<file path="src/rtl/i2c_rx_pkg.sv">
// Shared encodings for the I2C receive sequencer: FSM state codes,
// SDA drive levels for the ACK bit, and the byte width.
package i2c_rx_pkg;

    localparam int BYTE_BITS = 8;

    typedef logic [2:0] state_t;

    localparam state_t ST_IDLE     = 3'd0;
    localparam state_t ST_SHIFT    = 3'd1;
    localparam state_t ST_ACK_WAIT = 3'd2;
    localparam state_t ST_STALL    = 3'd3;
    localparam state_t ST_ACK      = 3'd4;
    localparam state_t ST_DONE     = 3'd5;

    // sda_oe level during the ACK bit: pulling SDA low acknowledges.
    localparam logic ACK  = 1'b1;
    localparam logic NACK = 1'b0;

endpackage

</file>
<file path="src/rtl/i2c_rx_ctrl_if.sv">
// Signal bundle between the receive sequencer and its surroundings
// (APB register block, bit-timing generator, RX FIFO).
// slave  : the sequencer itself.
// master : the environment driving it.
interface i2c_rx_ctrl_if
    import i2c_rx_pkg::*;
#(
    parameter int LEN_W = 8
);
    logic                 rx_start;
    logic [LEN_W-1:0]     rx_len;
    logic                 rx_abort;
    logic                 scl_rise;
    logic                 scl_fall;
    logic                 sda_in;
    logic                 rxff_full;
    logic                 i_rxff_wr;
    logic [BYTE_BITS-1:0] rxff_din;
    logic                 sda_oe;
    logic                 scl_hold;
    logic                 rx_busy;
    logic                 rx_done;
    logic                 rx_err;

    modport slave (
        input  rx_start, rx_len, rx_abort, scl_rise, scl_fall, sda_in, rxff_full,
        output i_rxff_wr, rxff_din, sda_oe, scl_hold, rx_busy, rx_done, rx_err
    );

    modport master (
        output rx_start, rx_len, rx_abort, scl_rise, scl_fall, sda_in, rxff_full,
        input  i_rxff_wr, rxff_din, sda_oe, scl_hold, rx_busy, rx_done, rx_err
    );

endinterface

</file>
<file path="src/rtl/i2c_rx_shift.sv">
// MSB-first SDA deserializer with a bit counter. byte_rdy is high while
// the next shift will complete the byte, so the FSM can leave SHIFT on
// the same strobe that captures bit 0.
module i2c_rx_shift
    import i2c_rx_pkg::*;
(
    input  logic                 pclk,
    input  logic                 prst_n,
    input  logic                 clear,
    input  logic                 shift_en,
    input  logic                 sda_in,
    output logic [BYTE_BITS-1:0] shreg,
    output logic                 byte_rdy
);

    logic [3:0] bit_cnt;

    assign byte_rdy = (bit_cnt == 4'(BYTE_BITS - 1));

    // Shift one SDA bit in per enabled SCL rise; clear restarts the byte.
    // NOTE: state registers use non-blocking assignments so every flop
    // samples pre-edge values regardless of process ordering.
    always_ff @(posedge pclk or negedge prst_n) begin
        if (!prst_n) begin
            shreg   <= '0;
            bit_cnt <= '0;
        end else if (clear) begin
            shreg   <= '0;
            bit_cnt <= '0;
        end else if (shift_en) begin
            shreg   <= {shreg[BYTE_BITS-2:0], sda_in};
            bit_cnt <= bit_cnt + 4'd1;
        end
    end

endmodule

</file>
<file path="src/rtl/i2c_rx_ctrl.sv">
// I2C receive sequencer: deserializes bytes, writes them to the RX FIFO,
// drives ACK/NACK, and reports done/error to the register block.
// Optional: define I2C_RX_STRETCH_EN to stretch SCL on a full FIFO
// instead of dropping the byte and NACKing.
module i2c_rx_ctrl
    import i2c_rx_pkg::*;
#(
    parameter int LEN_W = 8
)(
    input  logic          pclk,
    input  logic          prst_n,
    i2c_rx_ctrl_if.slave  bus
);

    state_t               state_q, state_d;
    logic [LEN_W-1:0]     rem_q, rem_d;
    logic                 ovf_q, ovf_d;

    logic                 sh_clear, sh_en, byte_rdy;
    logic [BYTE_BITS-1:0] shreg;
    logic                 ack_lvl;

    logic                 wr_q, wr_d;
    logic [BYTE_BITS-1:0] din_q, din_d;
    logic                 sda_q, sda_d;
    logic                 hold_q, hold_d;
    logic                 busy_q, busy_d;
    logic                 done_q, done_d;
    logic                 err_q, err_d;

    i2c_rx_shift u_shift (
        .pclk     (pclk),
        .prst_n   (prst_n),
        .clear    (sh_clear),
        .shift_en (sh_en),
        .sda_in   (bus.sda_in),
        .shreg    (shreg),
        .byte_rdy (byte_rdy)
    );

    // Last byte of the transfer is NACKed so the transmitter releases SDA.
    assign ack_lvl = (rem_q != LEN_W'(1)) ? ACK : NACK;

    // State and registered-output flops.
    always_ff @(posedge pclk or negedge prst_n) begin
        if (!prst_n) begin
            state_q <= ST_IDLE;
            rem_q   <= '0;
            ovf_q   <= 1'b0;
            wr_q    <= 1'b0;
            din_q   <= '0;
            sda_q   <= 1'b0;
            hold_q  <= 1'b0;
            busy_q  <= 1'b0;
            done_q  <= 1'b0;
            err_q   <= 1'b0;
        end else begin
            state_q <= state_d;
            rem_q   <= rem_d;
            ovf_q   <= ovf_d;
            wr_q    <= wr_d;
            din_q   <= din_d;
            sda_q   <= sda_d;
            hold_q  <= hold_d;
            busy_q  <= busy_d;
            done_q  <= done_d;
            err_q   <= err_d;
        end
    end

    // Next-state, byte counter and shifter control; abort wins over all.
    always_comb begin
        // NOTE: every comb output gets a default first so no path infers a latch.
        state_d  = state_q;
        rem_d    = rem_q;
        ovf_d    = ovf_q;
        sh_clear = 1'b0;
        sh_en    = 1'b0;
        if (bus.rx_abort) begin
            state_d  = ST_IDLE;
            sh_clear = 1'b1;
        end else begin
            case (state_q)
                ST_IDLE: begin
                    if (bus.rx_start && (bus.rx_len != '0)) begin
                        state_d  = ST_SHIFT;
                        rem_d    = bus.rx_len;
                        ovf_d    = 1'b0;
                        sh_clear = 1'b1;
                    end
                end
                ST_SHIFT: begin
                    if (bus.scl_rise) begin
                        sh_en = 1'b1;
                        if (byte_rdy) state_d = ST_ACK_WAIT;
                    end
                end
                ST_ACK_WAIT: begin
                    if (bus.scl_fall) begin
                        if (!bus.rxff_full) begin
                            state_d = ST_ACK;
                        end else begin
`ifdef I2C_RX_STRETCH_EN
                            state_d = ST_STALL;
`else
                            ovf_d   = 1'b1;
                            state_d = ST_ACK;
`endif
                        end
                    end
                end
`ifdef I2C_RX_STRETCH_EN
                ST_STALL: begin
                    if (!bus.rxff_full) state_d = ST_ACK;
                end
`endif
                ST_ACK: begin
                    if (bus.scl_fall) begin
                        rem_d = rem_q - LEN_W'(1);
                        if ((rem_q == LEN_W'(1)) || ovf_q) begin
                            state_d = ST_DONE;
                        end else begin
                            state_d  = ST_SHIFT;
                            sh_clear = 1'b1;
                        end
                    end
                end
                ST_DONE: state_d = ST_IDLE;
                default: state_d = ST_IDLE;
            endcase
        end
    end

    // Next values of the registered outputs; pulses default low.
    always_comb begin
        wr_d   = 1'b0;
        din_d  = din_q;
        sda_d  = sda_q;
        hold_d = hold_q;
        busy_d = busy_q;
        done_d = 1'b0;
        err_d  = 1'b0;
        if (bus.rx_abort) begin
            if (state_q != ST_IDLE) begin
                sda_d  = NACK;
                hold_d = 1'b0;
                busy_d = 1'b0;
                err_d  = 1'b1;
            end
        end else begin
            case (state_q)
                ST_IDLE: begin
                    if (bus.rx_start) begin
                        if (bus.rx_len != '0) busy_d = 1'b1;
                        else                  done_d = 1'b1;
                    end
                end
                ST_ACK_WAIT: begin
                    if (bus.scl_fall) begin
                        if (!bus.rxff_full) begin
                            wr_d  = 1'b1;
                            din_d = shreg;
                            sda_d = ack_lvl;
                        end else begin
`ifdef I2C_RX_STRETCH_EN
                            hold_d = 1'b1;
`else
                            sda_d  = NACK;
`endif
                        end
                    end
                end
`ifdef I2C_RX_STRETCH_EN
                ST_STALL: begin
                    if (!bus.rxff_full) begin
                        hold_d = 1'b0;
                        wr_d   = 1'b1;
                        din_d  = shreg;
                        sda_d  = ack_lvl;
                    end
                end
`endif
                ST_ACK: begin
                    if (bus.scl_fall) sda_d = NACK;
                end
                ST_DONE: begin
                    done_d = !ovf_q;
                    err_d  = ovf_q;
                    busy_d = 1'b0;
                end
                default: ;
            endcase
        end
    end

    assign bus.i_rxff_wr = wr_q;
    assign bus.rxff_din  = din_q;
    assign bus.sda_oe    = sda_q;
    assign bus.scl_hold  = hold_q;
    assign bus.rx_busy   = busy_q;
    assign bus.rx_done   = done_q;
    assign bus.rx_err    = err_q;

endmodule
</file>
<file path="src/flat_wrapper.sv">
// flat-port wrapper written by rule: the top's interface ports become plain ports
module i2c_rx_ctrl_flat import i2c_rx_pkg::*;
#(
    parameter int LEN_W = 8
)
  (pclk, prst_n, bus_rx_start, bus_rx_len, bus_rx_abort, bus_scl_rise, bus_scl_fall, bus_sda_in, bus_rxff_full, bus_i_rxff_wr, bus_rxff_din, bus_sda_oe, bus_scl_hold, bus_rx_busy, bus_rx_done, bus_rx_err);
  i2c_rx_ctrl_if #(.LEN_W(LEN_W)) bus_i ();
  input  logic pclk;
  input  logic prst_n;
  input wire logic [$bits(bus_i.rx_start)-1:0] bus_rx_start;
  input wire logic [$bits(bus_i.rx_len)-1:0] bus_rx_len;
  input wire logic [$bits(bus_i.rx_abort)-1:0] bus_rx_abort;
  input wire logic [$bits(bus_i.scl_rise)-1:0] bus_scl_rise;
  input wire logic [$bits(bus_i.scl_fall)-1:0] bus_scl_fall;
  input wire logic [$bits(bus_i.sda_in)-1:0] bus_sda_in;
  input wire logic [$bits(bus_i.rxff_full)-1:0] bus_rxff_full;
  output wire logic [$bits(bus_i.i_rxff_wr)-1:0] bus_i_rxff_wr;
  output wire logic [$bits(bus_i.rxff_din)-1:0] bus_rxff_din;
  output wire logic [$bits(bus_i.sda_oe)-1:0] bus_sda_oe;
  output wire logic [$bits(bus_i.scl_hold)-1:0] bus_scl_hold;
  output wire logic [$bits(bus_i.rx_busy)-1:0] bus_rx_busy;
  output wire logic [$bits(bus_i.rx_done)-1:0] bus_rx_done;
  output wire logic [$bits(bus_i.rx_err)-1:0] bus_rx_err;
  assign bus_i.rx_start = bus_rx_start;
  assign bus_i.rx_len = bus_rx_len;
  assign bus_i.rx_abort = bus_rx_abort;
  assign bus_i.scl_rise = bus_scl_rise;
  assign bus_i.scl_fall = bus_scl_fall;
  assign bus_i.sda_in = bus_sda_in;
  assign bus_i.rxff_full = bus_rxff_full;
  assign bus_i_rxff_wr = bus_i.i_rxff_wr;
  assign bus_rxff_din = bus_i.rxff_din;
  assign bus_sda_oe = bus_i.sda_oe;
  assign bus_scl_hold = bus_i.scl_hold;
  assign bus_rx_busy = bus_i.rx_busy;
  assign bus_rx_done = bus_i.rx_done;
  assign bus_rx_err = bus_i.rx_err;
  i2c_rx_ctrl #(.LEN_W(LEN_W)) u_core (.pclk(pclk), .prst_n(prst_n), .bus(bus_i));
endmodule
</file>
<file path="config.mk">
export PLATFORM = sky130hd
export DESIGN_NAME = i2c_rx_ctrl_flat
export DESIGN_NICKNAME = d
export VERILOG_FILES = /design/src/rtl/i2c_rx_pkg.sv /design/src/rtl/i2c_rx_ctrl_if.sv /design/src/rtl/i2c_rx_shift.sv /design/src/rtl/i2c_rx_ctrl.sv /design/src/flat_wrapper.sv
export SDC_FILE = /design/constraint.sdc
export NUM_CORES = 1
export LEC_CHECK = 0
export BUFFER_PORTS_ARGS = -buffer_cell sky130_fd_sc_hd__buf_2
export CELL_PAD_IN_SITES_DETAIL_PLACEMENT = 2
export CELL_PAD_IN_SITES_GLOBAL_PLACEMENT = 2
export CORE_MARGIN = 2
export CORE_UTILIZATION = 27
export DETAILED_ROUTE_END_ITERATION = 12
export GPL_ROUTABILITY_DRIVEN = 0
export GPL_TIMING_DRIVEN = 0
export PLACE_DENSITY = 0.61
export SLEW_MARGIN = 0
export SYNTH_ARGS = -nofsm -noshare
export SYNTH_HDL_FRONTEND = slang
export SYNTH_SLANG_ARGS = --single-unit
export TNS_END_PERCENT = 30
</file>
<file path="constraint.sdc">
create_clock -name pclk -period 1.89 [get_ports pclk]
set_input_delay 0.378 -clock pclk [delete_from_list [all_inputs] [get_ports pclk]]
set_output_delay 0.378 -clock pclk [all_outputs]
set_load 0.01 [all_outputs]
</file>
Word level (Yosys, flattened, before mapping)
Index checks and enable logic that the tools add are counted.
Widths: inputs -> output; s select.
{"block": "word_totals", "register_bits": 37, "latchBits": 0, "ram_bits": 0, "rom_bits": 0, "inputBits": 16, "output_inout_bits": 14, "word_cells": 100, "memories": 0}
{"block": "op_classes", "n_addsub": 2, "multipliers": 0, "div_mod_pow": 0, "n_lt_le_gt_ge": 0, "n_eq_ne": 19, "shift": 0, "muxes": 49, "bitwise": 2, "n_reduce_logical": 17}
{"cell": "$mux 8", "n": 4}
{"cell": "$mux 1", "n": 29}
{"cell": "$mux 3", "n": 7}
{"cell": "$pmux 8 s2", "n": 1}
{"cell": "$reduce_and 4->1", "n": 4}
{"cell": "$ne 3x3->1 const B", "n": 4}
{"cell": "$pmux 3 s4", "n": 1}
{"cell": "$pmux 1 s2", "n": 5}
{"cell": "$reduce_and 5->1", "n": 2}
{"cell": "$ne 3x2->1 const B", "n": 3}
{"cell": "$reduce_bool 3->1", "n": 3}
{"cell": "$eq 8x1->1 const B", "n": 1}
{"cell": "$mux 4", "n": 2}
{"cell": "$ne 8x1->1 const B", "n": 1}
{"cell": "$reduce_bool 8->1", "n": 1}
{"cell": "$sub 8x1->8 const B", "n": 1}
{"cell": "$eq 3x3->1 const B", "n": 2}
{"cell": "$ne 2x2->1 const B", "n": 3}
{"cell": "$reduce_bool 2->1", "n": 3}
{"cell": "$add 4x1->4 const B", "n": 1}
{"cell": "$eq 4x3->1 const B", "n": 1}
{"cell": "$ne 2x1->1 const B", "n": 2}
{"cell": "$eq 3x1->1 const B", "n": 1}
{"cell": "$eq 3x2->1 const B", "n": 1}
{"cell": "other kinds (5)", "n": 6}

Logic depth before layout (Yosys ltp)
{"block": "depth", "depth_word": 7, "mapped_depth": 6}

Modules after synthesis
From an unflattened synthesis, not the netlist that was laid out.
{"block": "hier_totals", "cells_unflattened": 183, "area_unflattened_um2": 1896.8}
{"mod": "i2c_rx_ctrl", "instances": 1, "cells_per_inst": 139, "area_per_inst_um2": 1370.1}
{"mod": "i2c_rx_shift", "instances": 1, "cells_per_inst": 44, "area_per_inst_um2": 526.8}

Worst setup path after synthesis
Ideal clock, no wire load.
{"block": "synth_timing", "path_type": "register to register", "startpoint": "register u_core.rem_q[0]", "endpoint": "register u_core.rem_q[6]", "setup_time_ns": 0.126, "t_arrival_ns": 1.750, "required_ns": 1.764, "setup_slack_ns": 0.014, "stages_incl_launch_ff": 7, "synth_period_minus_slack_ns": 1.876, "cell_sequence": "dfrtp_1 -> inv_1 -> ha_1 -> or3b_1 -> or3_1 -> o22a_1 -> o32a_1"}
{"block": "synth_between", "elab_chain_len": 3}
{"item": "start, declared", "line": "i2c_rx_ctrl.sv:16", "rtl": "logic [LEN_W-1:0] rem_q, rem_d;"}
{"item": "start signal, assigned", "line": "i2c_rx_ctrl.sv:59", "rtl": "rem_q <= rem_d;"}
{"item": "$sub 8x1->8", "line": "i2c_rx_ctrl.sv:119", "rtl": "rem_d = rem_q - LEN_W'(1);"}
{"item": "$mux 8", "line": "i2c_rx_ctrl.sv:118", "rtl": "if (bus.scl_fall) begin"}
{"item": "$pmux 8 s2", "line": "i2c_rx_ctrl.sv:83", "rtl": "case (state_q)"}
Every way passes these cells. The select of a mux whose other input is x is not followed.
A chain may end at the register's enable or synchronous reset.

Final worst setup path
{"block": "layout_timing", "startpoint": "register u_core.rem_q[1]", "endpoint": "register u_core.rem_q[6]"}
The elaborated chain is that of the path after synthesis.

==> flow_metrics.tcl <==
set metrics [dict create \
    cp-start-kind "flip-flop" \
    ir_drop_mv 0.393 \
    cts_made_buffers 5 \
    core_area_um2 6790 \
    synth_top_area_share_pct 48.7 \
    wl_um 5360 \
    vias 1590 \
    drv_slew 0 \
    crit_chain "inv_2 -> ha_4 -> or3b_4 -> or3_4 -> o22a_1 -> o32a_1" \
    port_buffers 28 \
    async_flop_share_pct 100 \
    die_area_um2 7730 \
    synth_nets 199 \
    cts_buffer_depth 2 \
    cts_tree "yes" \
    cts-hold-fix-buffers 0 \
    setup_ws_ns -0.0607 \
    rsz0062_at_grt "yes" \
    final_net_count 248 \
    clock-sinks 37 \
    mappedNetlistArea_um2 1900 \
    syn_area_per_cell_um2 10.6 \
    io_pins 30 \
    finalSetupViolCount 1 \
    worstSetupPathType "flip-flop to flip-flop" \
    firstDrtPassIters 4 \
    antenna_cells 0 \
    fill_cells 749 \
    viasPerCell 4.88 \
    post-route-period-util_pct 103 \
    grt_pass1_vias 1745 \
    grt_overflow 0 \
    dpl.hpwl_um 3790 \
    cp-end-kind "flip-flop" \
    area_delta_synth_final_pct 30.2 \
    grt_usage_pct 15.0 \
    min_period_ns 1.95 \
    fin_cells 326 \
    synth_top_area_cell "dfrtp_1" \
    synth-warning-count 0 \
    cp.arrival_ns 2.13 \
    ant_nets 0 \
    synthCells 180 \
    ys_seq_elements 37 \
    synth-edff-count 0 \
    r2r_slack_ns -0.06 \
    htreeDepth 2 \
    violations "setup timing" \
    seq_area_frac_synth_pct 48.7 \
    fin_area_um2 2470 \
    p_per_area_nw_per_um2 802 \
    grt_max_degree 38 \
    outcome "finished with violations" \
    slowest_delay_ns 0.42 \
    synth_area_leaders "dfrtp_1 (49%), mux2i_1 (4.7%), mux2_2 (4.7%)" \
    drc 0 \
    cp_max_fo 4 \
    clk_latency_ns 0.29 \
    root_buffer "clkbuf_8" \
    initialDrtViolationCount 28 \
    grt_pass1_wl_um 8830 \
    hold_class "primary input to async pin" \
    hold_violations 0 \
    drive_gt1_share_pct 37.0 \
    cap_violations 0 \
    dp.cells 304 \
    synth_cell_type_count 44 \
    critPathSlowestCell "dfrtp_1" \
    antenna_found_initial 0 \
    leakagePower_nw 1.18 \
    crit_required_ns 2.07 \
    std_cell_rows 30 \
    die_height_um 87.9 \
    fmax_mhz 513 \
    slew-limit-headroom_pct 43.8 \
    initial_core_util_pct 28.0 \
    ys.flop_type "dfrtp_1" \
    placed_area_um2 2160 \
    skew_ns 0.00382 \
    worst-slew-pin-transition_ns 0.843 \
    cts.clk_slew.worst_paths_ns 0.08 \
    wl_per_cell_um 16.4 \
    die_w_um 87.9 \
]
==> synthesized netlist by cell type (4+ instances only) <==
master and instances:
a21oi_1 5, a221oi_1 6, a2bb2oi_1 5, buf_4 4, clkbuf_1 4, dfrtp_1 37
inv_1 7, mux2_2 8, mux2i_1 9, nand2_1 8, nand3_1 4, nand4_1 4
nor2_1 21, nor2b_1 4, o21ai_0 9
==> state kept, by name, summed over array words and instances, names as in the netlist <==
signal                  flops
u_core.bus.sda_oe           1
u_core.rem_q                8
u_core.bus.rx_busy          1
u_core.u_shift.shreg        8
u_core.u_shift.bit_cnt      4
u_core.state_q              3
u_core.bus.i_rxff_wr        1
u_core.bus.rx_err           1
u_core.bus.rxff_din         8
u_core.ovf_q                1
u_core.bus.rx_done          1
==> cell families (layout without fill, tap and decap cells) <==
logic type | after synthesis | after routing | share of synthesized area (%)
AND/OR/NAND/NOR | 61 | 61 | 18.1
AO/OA/AOI/OAI | 39 | 39 | 15.0
flip-flops | 37 | 37 | 48.7
multiplexers | 18 | 18 | 10.1
buffers and inverters | 18 | 68 | 4.54
adder cells (fa/ha/maj) | 3 | 3 | 1.98
XOR/XNOR | 3 | 3 | 1.38
other | 1 | 1 | 0.197
==> final timing paths <==
| check | end | cells past startpoint | startpoint |
|---|---|---|---|
| min in group pclk | u_core.u_shift.shreg[0] | 3 | bus_sda_in |
| setup reg to reg | u_core.rem_q[6] | 6 | u_core.rem_q[1] |
| hold reg to reg | u_core.bus.rxff_din[7] | 1 | u_core.bus.rxff_din[7] |
| max in group asynchronous | u_core.rem_q[0] | 1 | prst_n |
| setup / recovery | u_core.rem_q[6] | 6 | u_core.rem_q[1] |
| hold / removal | u_core.bus.rx_busy | 1 | prst_n |
==> layout make-up <==
cell class              instances  area, um2  area share, %
clock inverters                 3       46.3           1.87
inverters                       7       26.3           1.06
flip-flops and latches         37        927           37.5
well taps                      96        120           4.86
clock buffers                   5       68.8           2.78
repair buffers                 42        245           9.91
multi-input cells             125        971           39.3
plain buffers                  11       68.8           2.78
==> critical path, delay by kind of cell, from the launching register on <==
kind,cells,cell delay (ns)
AO/OA/AOI/OAI,2,0.45
adder cells (fa/ha/maj),1,0.15
buffers and inverters,1,0.10
flip-flops,1,0.42
AND/OR/NAND/NOR,2,0.72
==> cell usage in the layout (no fill, tap or decap), types with 5 or more instances in the layout <==
cell,n
a21oi_1,5
mux2_2,8
buf_4,18
clkbuf_8,5
o21ai_0,8
buf_2,30
inv_1,5
mux2i_1,9
nor2_1,21
nand2_1,8
dfrtp_1,36
==> metal layers <==
layer	wire [um]	track usage [%]
met1	2460	19.6
met2	2660	25.1
met3	158	3.49
met5	0	0
met4	71	3.92
==> where the power goes <==
part	internal, W	switching, W	leakage (nW)
clock network	0.000395	0.000318	0.0543
registers	0.000843	0.0000541	0.488
logic	0.000189	0.000185	0.641
total	0.00143	0.000557	1.18
==> stage by stage <==
stage | setup slack [ns] | hold slack, ns | power [W] | setup TNS [ns] | utilization, %
2_1_floorplan | 0.0135 | 0.0824 | 0.00106 | 0 | -
5_1_grt | -0.0927 | 0.229 | 0.00210 | -0.258 | 36.4
6_report | -0.0607 | 0.178 | 0.00198 | -0.0607 | 36.4
3_5_place_dp | -0.211 | 0.493 | 0.00118 | -3.89 | 31.8
4_1_cts | -0.145 | 0.227 | 0.00192 | -0.195 | 34.3
3_3_place_gp | -0.153 | 0.463 | 0.00116 | -2.68 | 31.8
==> timing repair <==
item / 4_1_cts / 5_1_grt
pin swaps: 2 / 6
resized for setup: 8 / 17
setup buffers: 2 / 12
endpoints found under the setup margin: 22 / 20
gates cloned: 0 / 0
(Power assumes the default switching activity.)
